<file path="src/rtl/cpu_sequencer.sv">
// Program loader and run controller for the 9-bit cpu core: assembles 3-bit beats into
// instructions, then runs/halts the cpu. Optional watchdog compiled in with SEQ_WATCHDOG_EN.
module cpu_sequencer #(
    parameter int PROG_DEPTH = 16,
    parameter int ADDR_W     = 4,
    parameter int WDOG_MAX   = 255
) (
    input  logic              CLK,
    input  logic              RESET,
    input  logic [2:0]        LOAD_DATA,
    input  logic              LOAD_VALID,
    input  logic              START,
    input  logic              STOP,
    input  logic              CLEAR,
    input  logic [8:0]        CPU_PC,
    output logic [8:0]        CPU_INSTRUCTION,
    output logic              CPU_WRITE_EN,
    output logic              CPU_CS,
    output logic              CPU_RD,
    output logic              CPU_RESET,
    output logic [1:0]        STATE,
    output logic [ADDR_W:0]   PROG_LEN,
    output logic              DONE,
    output logic              OVERFLOW
);

    typedef enum logic [1:0] {
        S_IDLE = 2'd0,
        S_LOAD = 2'd1,
        S_RUN  = 2'd2,
        S_HALT = 2'd3
    } state_t;

    localparam int LEN_W = ADDR_W + 1;
    localparam logic [LEN_W-1:0] FULL_LEN = LEN_W'(PROG_DEPTH);

    state_t            state_q, state_d;
    logic [LEN_W-1:0]  prog_len_q, prog_len_d;
    logic [1:0]        beat_cnt_q, beat_cnt_d;
    logic [5:0]        beat_buf_q, beat_buf_d;
    logic              overflow_q, overflow_d;
    logic              cpu_reset_q, cpu_reset_d;
    logic              cpu_en_q, cpu_en_d;

    logic              mem_we;
    logic [ADDR_W-1:0] mem_waddr;
    logic [8:0]        mem_wdata;
    logic [8:0]        mem [PROG_DEPTH];

    logic              run_checked;
    logic              pc_past_end;
    logic              wdog_expire;
    logic              wdog_flag;

    // cpu_en_q is only set after the first RUN cycle, so it doubles as the halt-check qualifier
    assign run_checked = (state_q == S_RUN) && cpu_en_q;
    assign pc_past_end = 32'(CPU_PC) >= 32'(prog_len_q);

`ifdef SEQ_WATCHDOG_EN
    localparam int WDOG_W = (WDOG_MAX < 256) ? 8 : $clog2(WDOG_MAX + 1);

    logic [WDOG_W-1:0] wdog_cnt_q, wdog_cnt_d;
    logic              wdog_flag_q, wdog_flag_d;

    assign wdog_expire = (state_q == S_RUN) && (wdog_cnt_q == WDOG_W'(WDOG_MAX - 1));
    assign wdog_flag   = wdog_flag_q;

    always_comb begin
        wdog_cnt_d  = (state_q == S_RUN) ? wdog_cnt_q + 1'b1 : '0;
        wdog_flag_d = wdog_flag_q;
        if (CLEAR && state_q != S_RUN) begin
            wdog_flag_d = 1'b0;
        end else if (run_checked && wdog_expire) begin
            wdog_flag_d = 1'b1;
        end
    end

    always_ff @(posedge CLK) begin
        if (RESET) begin
            wdog_cnt_q  <= '0;
            wdog_flag_q <= 1'b0;
        end else begin
            wdog_cnt_q  <= wdog_cnt_d;
            wdog_flag_q <= wdog_flag_d;
        end
    end
`else
    // Budget parameter has no effect without the watchdog; this term is constant false
    assign wdog_expire = (WDOG_MAX < 0);
    assign wdog_flag   = 1'b0;
`endif

    always_comb begin
        state_d    = state_q;
        prog_len_d = prog_len_q;
        beat_cnt_d = beat_cnt_q;
        beat_buf_d = beat_buf_q;
        overflow_d = overflow_q;
        mem_we     = 1'b0;
        mem_waddr  = prog_len_q[ADDR_W-1:0];
        mem_wdata  = {beat_buf_q, LOAD_DATA};

        if (CLEAR && state_q != S_RUN) begin
            state_d    = S_IDLE;
            prog_len_d = '0;
            beat_cnt_d = '0;
            overflow_d = 1'b0;
        end else begin
            case (state_q)
                S_IDLE, S_LOAD: begin
                    if (!STOP) begin
                        if (START) begin
                            if (prog_len_q != '0) begin
                                state_d    = S_RUN;
                                beat_cnt_d = '0;
                            end
                        end else if (LOAD_VALID) begin
                            state_d = S_LOAD;
                            if (prog_len_q == FULL_LEN) begin
                                overflow_d = 1'b1;
                            end else if (beat_cnt_q == 2'd2) begin
                                mem_we     = 1'b1;
                                prog_len_d = prog_len_q + 1'b1;
                                beat_cnt_d = '0;
                            end else begin
                                beat_buf_d = {beat_buf_q[2:0], LOAD_DATA};
                                beat_cnt_d = beat_cnt_q + 1'b1;
                            end
                        end
                    end
                end
                S_RUN: begin
                    if (run_checked && (STOP || pc_past_end || wdog_expire)) begin
                        state_d = S_HALT;
                    end
                end
                S_HALT: begin
                    if (!STOP && START && prog_len_q != '0) begin
                        state_d = S_RUN;
                    end
                end
                default: state_d = S_IDLE;
            endcase
        end

        // cpu is held in reset while loading and for the first RUN cycle after entry
        cpu_reset_d = (state_d == S_IDLE) || (state_d == S_LOAD) ||
                      (state_d == S_RUN && state_q != S_RUN);
        cpu_en_d    = (state_d == S_RUN) && (state_q == S_RUN);
    end

    always_ff @(posedge CLK) begin
        if (RESET) begin
            state_q     <= S_IDLE;
            prog_len_q  <= '0;
            beat_cnt_q  <= '0;
            overflow_q  <= 1'b0;
            cpu_reset_q <= 1'b1;
            cpu_en_q    <= 1'b0;
        end else begin
            state_q     <= state_d;
            prog_len_q  <= prog_len_d;
            beat_cnt_q  <= beat_cnt_d;
            overflow_q  <= overflow_d;
            cpu_reset_q <= cpu_reset_d;
            cpu_en_q    <= cpu_en_d;
        end
        beat_buf_q <= beat_buf_d;
    end

    always_ff @(posedge CLK) begin
        if (mem_we && !RESET) begin
            mem[mem_waddr] <= mem_wdata;
        end
    end

    assign CPU_INSTRUCTION = run_checked ? mem[CPU_PC[ADDR_W-1:0]] : '0;
    assign CPU_CS          = cpu_en_q;
    assign CPU_RD          = cpu_en_q;
    assign CPU_WRITE_EN    = cpu_en_q;
    assign CPU_RESET       = cpu_reset_q;
    assign STATE           = state_q;
    assign PROG_LEN        = prog_len_q;
    assign DONE            = (state_q == S_HALT);
    assign OVERFLOW        = overflow_q | wdog_flag;

endmodule

</file>
<file path="config.mk">
export PLATFORM = sky130hd
export DESIGN_NAME = cpu_sequencer
export DESIGN_NICKNAME = d
export VERILOG_FILES = /design/src/rtl/cpu_sequencer.sv
export SDC_FILE = /design/constraint.sdc
export NUM_CORES = 1
export LEC_CHECK = 0
export CAP_MARGIN = 30
export CORE_MARGIN = 3
export CORE_UTILIZATION = 55
export CTS_BUF_LIST = sky130_fd_sc_hd__clkbuf_16
export CTS_CLUSTER_DIAMETER = 200
export DETAILED_ROUTE_END_ITERATION = 7
export GPL_TIMING_DRIVEN = 0
export PLACE_DENSITY = 0.75
export SLEW_MARGIN = 20
export SYNTH_ARGS = -nofsm -noshare
export SYNTH_HDL_FRONTEND = slang
export SYNTH_SLANG_ARGS = --single-unit
</file>
<file path="constraint.sdc">
create_clock -name CLK -period 4.6 [get_ports CLK]
set_input_delay 0.92 -clock CLK [delete_from_list [all_inputs] [get_ports CLK]]
set_output_delay 0.92 -clock CLK [all_outputs]
set_load 0.03 [all_outputs]
</file>
==> metrics.yaml, run 1 <==
sta:
  hold_viol: 0
  slew_violations: 0
  worst_pin_slew_ns: 0.9575
  holdWs_ns: 0.4645
  post-route-min-period_ns: 4.585
  setup_viol: 0
  slew-limit-headroom_pct: 35.93
  finalClockSkew_ns: 0.007473
  fmax_mhz: 218.1
  grt_setup_unrepaired: "true"
  final.period_utilization_pct: 99.66
final_layout:
  fin_nets: 437
  fin_area_sq_um: 7712
  final_common_cell: "edfxtp_1"
  syn_to_final_growth_pct: 18.77
  fin_cells: 566
  drive_above_1_share_pct: 22.70
  antenna_cells: 0
  n_fill_cell: 728
  final_util_pct: 67.26
  layout_common_cells: "150 x edfxtp_1, 38 x clkdlybuf4s50_1, 36 x mux4_2"
clock_network:
  cts_sinks: 162
  cts_root_buffer: "clkbuf_16"
  cts_made_buffers: 17
  clk_pin_slew_ns: 0.06
  clockBufferDepth: 2
  clkLatencyLatePin_ns: 0.42
  htree_levels: 4
  cts_tree: "yes"
  postCtsSetupRepairBufs: 0
logic_synthesis:
  postSynth.asyncResetShare_pct: 0
  ys.flop_type: "edfxtp_1"
  yosysWarnings: 0
  yosysSeqAreaShare_pct: 73.06
  ys_types: 43
  synth.avg_cell_area_sq_um: 18.93
  syn_area_sq_um: 6494
  synth_edf_count: 150
  synthCells: 343
  syn_nets: 370
  synth_seq_cells: 162
setup_path:
  required_ns: 3.68
  crit_fanout: 8
  cp_top_family: "buffers and inverters"
  slowest_delay_ns: 0.67
  cp_common_cell: "clkdlybuf4s50_1"
  path_cells: "clkdlybuf4s50_1 -> clkbuf_1 -> inv_1 -> nor2_1 -> a22oi_1 -> nand2_1 -> clkdlybuf4s50_1"
  cp-end-kind: "primary output"
  cp_slowest_cell: "clkdlybuf4s50_1"
  worstPathArrival_ns: 3.66
  startpoint_type: "input port"
  critPathBufInv: 4
  critPathLaunch: "CPU_PC[2]"
  reg2reg_from: "PROG_LEN[0]"
  criticalPathCategory: "in -> out"
placed_design:
  place.gp.congestion: 0.8408
  dp_cells: 525
  io_buffers: 38
  dp_hpwl_um: 8351
  dpl_cell_area_sq_um: 7066
floorplan:
  io_pins: 40
  dieHeight_um: 114.7
  initial_core_util_pct: 56.63
  fp.dieW_um: 114.7
  die_area_sq_um: 13150
  row_count: 39
  core_area_sq_um: 11470
power:
  power_uw: 3045
  peakVddDrop_mv: 0.2434
  p_per_area_nw_per_um2: 394.8
  p_leak_uw: 0.002530
global_routing:
  overflow: 0
  track_usage_pct: 22.09
  grt_pass1_wl_um: 20490
  grt_max_degree: 18
  grt_pass1_vias: 3548
  antenna_found_initial: 0
flow_run:
  maxCapViolCount: 0
routing:
  vias: 3457
  ant_nets: 0
  routed_wl_um: 13310
  drc: 0
  vias_per_cell: 6.108
  first_iter_violations: 396
  drt_pass1_iterations: 5
  wl_per_cell_um: 23.52
run_status:
  outcome: "complete, no violations"
worst_hold_path:
  hold_class: "reg -> reg"
  worstHoldStart: "OVERFLOW"
tightest hold or removal path, delay by kind of cell (launching register included):
| kind | cells | cell delay, ns |
|---|---|---|
| flops | 1 | 0.31 |
| compound gates | 1 | 0.06 |
| buf+inv | 1 | 0.05 |
timing repair:
item | CTS | global route
endpoints found under the setup margin | 6 | 4
hold buffers | 0 | 0
resized for setup | 4 | 1
layout make-up:
class / instances / area, sq um / share of cell area [%]
clock inverter: 15 / 145.1 / 1.882
buffer: 16 / 103.9 / 1.347
sequential: 162 / 4745 / 61.52
tap: 143 / 178.9 / 2.320
clock buffer: 17 / 425.4 / 5.516
multi-input combinational: 156 / 1625 / 21.07
inverter: 9 / 33.78 / 0.4380
timing repair buffer: 48 / 455.4 / 5.905
flip-flops by register name (all words and copies together) (netlist names):
| signal | flops |
|---|---|
| CPU_CS | 1 |
| CPU_RESET | 1 |
| OVERFLOW | 1 |
| PROG_LEN | 5 |
| STATE | 2 |
| beat_buf_q | 6 |
| beat_cnt_q | 2 |
| mem | 144 |
layer usage:
layer | part of all wire [%] | GRT usage (%) | routed length (um) | vias to the layer above
met5 | 0 | 0 | 0 | -
li1 | - | - | - | 1526
met2 | 50 | 35.31 | 6665 | 176
met4 | 2.3 | 8.551 | 306 | 0
met3 | 8.5 | 6.765 | 1132 | 24
met1 | 39 | 28.66 | 5210 | 1731
power by group:
| part | total (uW) | internal, uW | switching, uW |
|---|---|---|---|
| registers | 1600 | 1600 | 4.03 |
| logic | 95.7 | 48.4 | 47.2 |
| clock network | 1350 | 792 | 555 |
| total | 3050 | 2440 | 606 |
cell usage after synthesis, types with 3 or more instances:
| cell | count | area (sq um) |
|---|---|---|
| a21oi_1 | 6 | 30.03 |
| a22oi_1 | 16 | 120.1 |
| buf_2 | 3 | 15.01 |
| buf_4 | 6 | 45.04 |
| clkbuf_1 | 3 | 11.26 |
| dfxtp_1 | 12 | 240.2 |
| edfxtp_1 | 150 | 4504 |
| ha_1 | 9 | 112.6 |
| inv_1 | 9 | 33.78 |
| mux2i_1 | 3 | 30.03 |
| mux4_2 | 36 | 810.8 |
| nand2_1 | 13 | 48.80 |
| nand3_1 | 4 | 20.02 |
| nor2_1 | 27 | 101.4 |
| nor3_1 | 3 | 15.01 |
| nor3_2 | 3 | 30.03 |
| o21ai_0 | 5 | 25.02 |
| xnor2_1 | 3 | 26.28 |
stage by stage:
stage	setup WS, ns	TNS [ns]
2_1_floorplan	1.416	0
3_3_place_gp	-0.03744	-0.03744
3_5_place_dp	-0.09721	-0.1958
4_1_cts	0.07265	0
5_1_grt	-0.02493	-0.04457
6_report	0.01545	0
worst paths after layout:
check                        to  slack (ns)  cells past startpoint
max          CPU_INSTRUCTION[0]        0.02                      7
min                    OVERFLOW        0.46                      2
max reg2reg           mem[6][5]        1.81                      7
min reg2reg            OVERFLOW        0.46                      2
kinds of logic after synthesis:
family / count (synthesis) / synth area share (%)
xor+xnor: 3 / 0.4047
compound gates: 34 / 3.565
mux: 39 / 12.95
buf+inv: 25 / 1.984
flops: 162 / 73.06
simple gates: 71 / 6.301
fa+ha+maj: 9 / 1.734
No activity file was read; power rests on OpenSTA's default activity.
==> run 2: changes to the inputs <==
- SLEW_MARGIN: 20 -> 10
==> metrics.yaml, run 2 (synthesized netlist as in run 1, its figures left out) <==
clock_network:
  cts_sinks: 162
  clockBufferDepth: 2
  cts_root_buffer: "clkbuf_16"
  postCtsSetupRepairBufs: 0
  cts_tree: "yes"
  clkLatencyLatePin_ns: 0.42
  htree_levels: 4
  cts_made_buffers: 17
  clk_pin_slew_ns: 0.06
  cts.repair.resized: 3
  postCtsHoldBufs: 0
placed_design:
  dp_hpwl_um: 8327
  dp_cells: 525
  io_buffers: 38
  place.gp.congestion: 0.8408
  place_ws_ns: -0.03391
global_routing:
  grt_pass1_vias: 3586
  overflow: 0
  track_usage_pct: 21.61
  grt_max_degree: 18
  antenna_found_initial: 0
  grt_pass1_wl_um: 20170
final_layout:
  fin_cells: 562
  syn_to_final_growth_pct: 18.50
  layout_common_cells: "150 x edfxtp_1, 38 x clkdlybuf4s50_1, 36 x mux4_2"
  n_fill_cell: 744
  final_util_pct: 67.10
  fin_nets: 435
  drive_above_1_share_pct: 22.43
  largest_reg_flops: 144
  final_common_cell: "edfxtp_1"
  top_register: "mem"
  antenna_cells: 0
floorplan:
  io_pins: 40
  core_area_sq_um: 11470
  die_area_sq_um: 13150
  fp.dieW_um: 114.7
  row_count: 39
  initial_core_util_pct: 56.63
  dieHeight_um: 114.7
setup_path:
  criticalPathCategory: "in -> out"
  required_ns: 3.68
  crit_fanout: 8
  worstPathArrival_ns: 3.62
  startpoint_type: "input port"
  r2r_slack_ns: 1.74
  cp-end-kind: "primary output"
routing:
  ant_nets: 0
  drt_pass1_iterations: 5
  routed_wl_um: 13160
  wl_per_cell_um: 23.42
  drc: 0
  first_iter_violations: 315
  vias: 3459
  vias_per_cell: 6.155
sta:
  hold_viol: 0
  finalClockSkew_ns: 0.006009
  setup_viol: 0
  worst_slack_ns: 0.06074
  final.period_utilization_pct: 98.68
  fmax_mhz: 220.3
  slew_violations: 0
  slew-limit-headroom_pct: 34.98
  holdWs_ns: 0.4652
  post-route-min-period_ns: 4.539
  grt_setup_unrepaired: "false"
  worst_pin_slew_ns: 0.9700
run_status:
  outcome: "complete, no violations"
flow_run:
  maxCapViolCount: 0
power:
  peakVddDrop_mv: 0.2363
  power_uw: 3070
  p_per_area_nw_per_um2: 399.0
  p_leak_uw: 0.002525
worst_hold_path:
  hold_class: "reg -> reg"
run 2: changes by cell type in the layout (fill, tap and decap cells not counted), moves of 3 or more:
cell / before / now
inv_1: 12 / 9
clkinv_2: 1 / 6
clkinv_4: 3 / 0
clkinvlp_4: 4 / 1
buf_4: 16 / 13
run 2: layer usage:
metal	wire length [um]	track usage, %	up-vias
li1	-	-	1518
met1	5420	28.40	1779
met2	6683	34.89	145
met3	853	5.973	17
met4	206	7.918	0
met5	0	0	-
run 2: area by class of cell:
cell class	count	area (sq um)	share of cell area [%]
buffer	16	98.84	1.285
clock buffer	17	425.4	5.528
clock inverter	13	143.9	1.870
inverter	9	33.78	0.4390
multi-input combinational	156	1625	21.12
sequential	162	4745	61.66
tap	143	178.9	2.325
timing repair buffer	46	444.2	5.772
run 2: worst max-delay path, stage by stage:
cell and delay, ns:
clkdlybuf4s50_1 0.51, clkbuf_1 0.31, inv_1 0.10, nor2_1 0.62, a22oi_1 0.32, nand2_1 0.16, clkdlybuf4s50_1 0.68
run 2: path summary, 6_finish.rpt:
path | start | cells past startpoint | endpoint
worst max-delay path | CPU_PC[2] | 7 | CPU_INSTRUCTION[0]
worst min-delay path | OVERFLOW | 2 | OVERFLOW
worst max register to register | PROG_LEN[0] | 7 | mem[6][8]
worst min register to register | OVERFLOW | 2 | OVERFLOW
run 2: where the power goes:
| group | total, uW | switching (uW) | internal (uW) | leakage (uW) |
|---|---|---|---|---|
| clock | 1370 | 536 | 838 | 0.000283 |
| sequential | 1600 | 4.09 | 1600 | 0.00144 |
| combinational | 94.4 | 46.3 | 48.1 | 0.000797 |
run 2: metrics by stage:
stage | cell area [sq um] | setup TNS (ns)
2_1_floorplan | 6494 | 0
3_3_place_gp | 7053 | -0.03744
3_5_place_dp | 7066 | -0.04966
4_1_cts | 7639 | 0
5_1_grt | 7695 | 0
6_report | 7695 | 0
==> run 3: changes to the inputs <==
- SETUP_SLACK_MARGIN: default -> 0.15
==> metrics.yaml, run 3 (synthesized netlist as in run 1, its figures left out) <==
floorplan:
  core_area_sq_um: 11470
  initial_core_util_pct: 56.63
  io_pins: 40
  row_count: 39
  dieHeight_um: 114.7
  die_area_sq_um: 13150
  fp.dieW_um: 114.7
setup_path:
  cp-end-kind: "primary output"
  crit_fanout: 10
  criticalPathCategory: "in -> out"
  worstPathArrival_ns: 3.40
  required_ns: 3.68
  startpoint_type: "input port"
routing:
  vias_per_cell: 6.158
  first_iter_violations: 299
  drt_pass1_iterations: 5
  vias: 3461
  drc: 0
  wl_per_cell_um: 23.35
  routed_wl_um: 13120
  ant_nets: 0
global_routing:
  antenna_found_initial: 0
  overflow: 0
  grt_pass1_wl_um: 20170
  grt_pass1_vias: 3586
  track_usage_pct: 21.61
  grt_max_degree: 18
placed_design:
  dp_hpwl_um: 8327
  place.gp.congestion: 0.8408
  dpl_cell_area_sq_um: 7066
  io_buffers: 38
power:
  p_per_area_nw_per_um2: 398.2
  p_leak_uw: 0.002524
  p_sw_uw: 583.0
  peakVddDrop_mv: 0.2363
  power_uw: 3067
  p_comb_share_pct: 3.1
  swShare_pct: 19.01
  p_seq_share_pct: 52.2
  clkPwrFrac_pct: 44.7
  p_int_uw: 2484
sta:
  slew-limit-headroom_pct: 33.96
  slew_violations: 0
  worst_pin_slew_ns: 0.9852
  grt_setup_unrepaired: "false"
  fmax_mhz: 231.6
  finalClockSkew_ns: 0.01228
  setup_viol: 0
  final.period_utilization_pct: 93.85
  post-route-min-period_ns: 4.317
  hold_viol: 0
final_layout:
  fin_area_sq_um: 7702
  n_fill_cell: 744
  multi_input_area_sq_um: 1633
  layout_common_cells: "150 x edfxtp_1, 38 x clkdlybuf4s50_1, 36 x mux4_2"
  syn_to_final_growth_pct: 18.61
  drive_above_1_share_pct: 23.15
  largest_reg_flops: 144
  final_common_cell: "edfxtp_1"
  antenna_cells: 0
  top_register: "mem"
  regArea_sq_um: 4745
  fin_nets: 435
clock_network:
  postCtsSetupRepairBufs: 0
  cts_root_buffer: "clkbuf_16"
  cts_made_buffers: 17
  cts_sinks: 162
  cts_tree: "yes"
  postCtsHoldBufs: 0
  htree_levels: 4
  clkLatencyLatePin_ns: 0.42
  clk_pin_slew_ns: 0.06
  clockBufferDepth: 2
run_status:
  outcome: "complete, no violations"
flow_run:
  maxCapViolCount: 0
worst_hold_path:
  hold_class: "reg -> reg"
## run 3: cell count changes in the layout (fill, tap and decap cells not counted)
| cell | previous run | this run |
|---|---|---|
| nor2_1 | 27 | 24 |
| nor2_2 | 0 | 3 |
## run 3: power groups by stage
stage / logic, uW / registers (uW) / clock network, uW
final: 94.7 / 1600 / 1370
after global routing: 102 / 1600 / 1450
after CTS: 95.8 / 1600 / 1390
after detailed placement: 95.0 / 1630 / 0
after global placement: 92.5 / 1630 / 0
after floorplan: 56.4 / 1630 / 0
## run 3: metal layers
metal	GRT usage, %	routed length [um]
met5	0	0
met4	7.918	169
met3	5.973	799
met2	34.89	6680
met1	28.40	5474
## run 3: critical path, cell delays in order
cell	delay, ns
clkdlybuf4s50_1	0.50
clkbuf_2	0.24
buf_2	0.35
mux4_2	0.35
a22oi_1	0.31
nand2_1	0.12
clkdlybuf4s50_1	0.60
## run 3: area by class of cell
type | instances | share of cell area [%]
clock inverter | 13 | 1.868
sequential | 162 | 61.60
timing repair buffer | 46 | 5.767
inverter | 9 | 0.4386
clock buffer | 17 | 5.523
multi-input combinational | 156 | 21.20
tap | 143 | 2.323
buffer | 16 | 1.283
## run 3: metrics by stage
| stage | setup TNS (ns) | utilization, % | cells | worst slack [ns] | hold slack [ns] |
|---|---|---|---|---|---|
| after floorplan | 0 | - | 343 | 1.416 | 0.4665 |
| after global placement | -0.03744 | 61.51 | 524 | -0.03744 | 0.4344 |
| after detailed placement | -0.04966 | 61.61 | 525 | -0.03391 | 0.4520 |
| after CTS | 0 | 66.63 | 555 | 0.1346 | 0.4587 |
| after global routing | 0 | 67.17 | 562 | 0.1872 | 0.4798 |
| final | 0 | 67.17 | 562 | 0.2828 | 0.4652 |
## run 3: timing repair
item	4_1_cts	5_1_grt
gates resized for setup	4	2
pin swaps	0	0
endpoints found under the setup margin	8	8
## run 3: path summary, 6_finish.rpt
check                    from  cells past startpoint  slack [ns]                  to
setup reg to reg  PROG_LEN[0]                      7        1.74           mem[6][8]
setup / recovery    CPU_PC[1]                      7        0.28  CPU_INSTRUCTION[0]
hold / removal       OVERFLOW                      2        0.47            OVERFLOW
hold reg to reg      OVERFLOW                      2        0.47            OVERFLOW
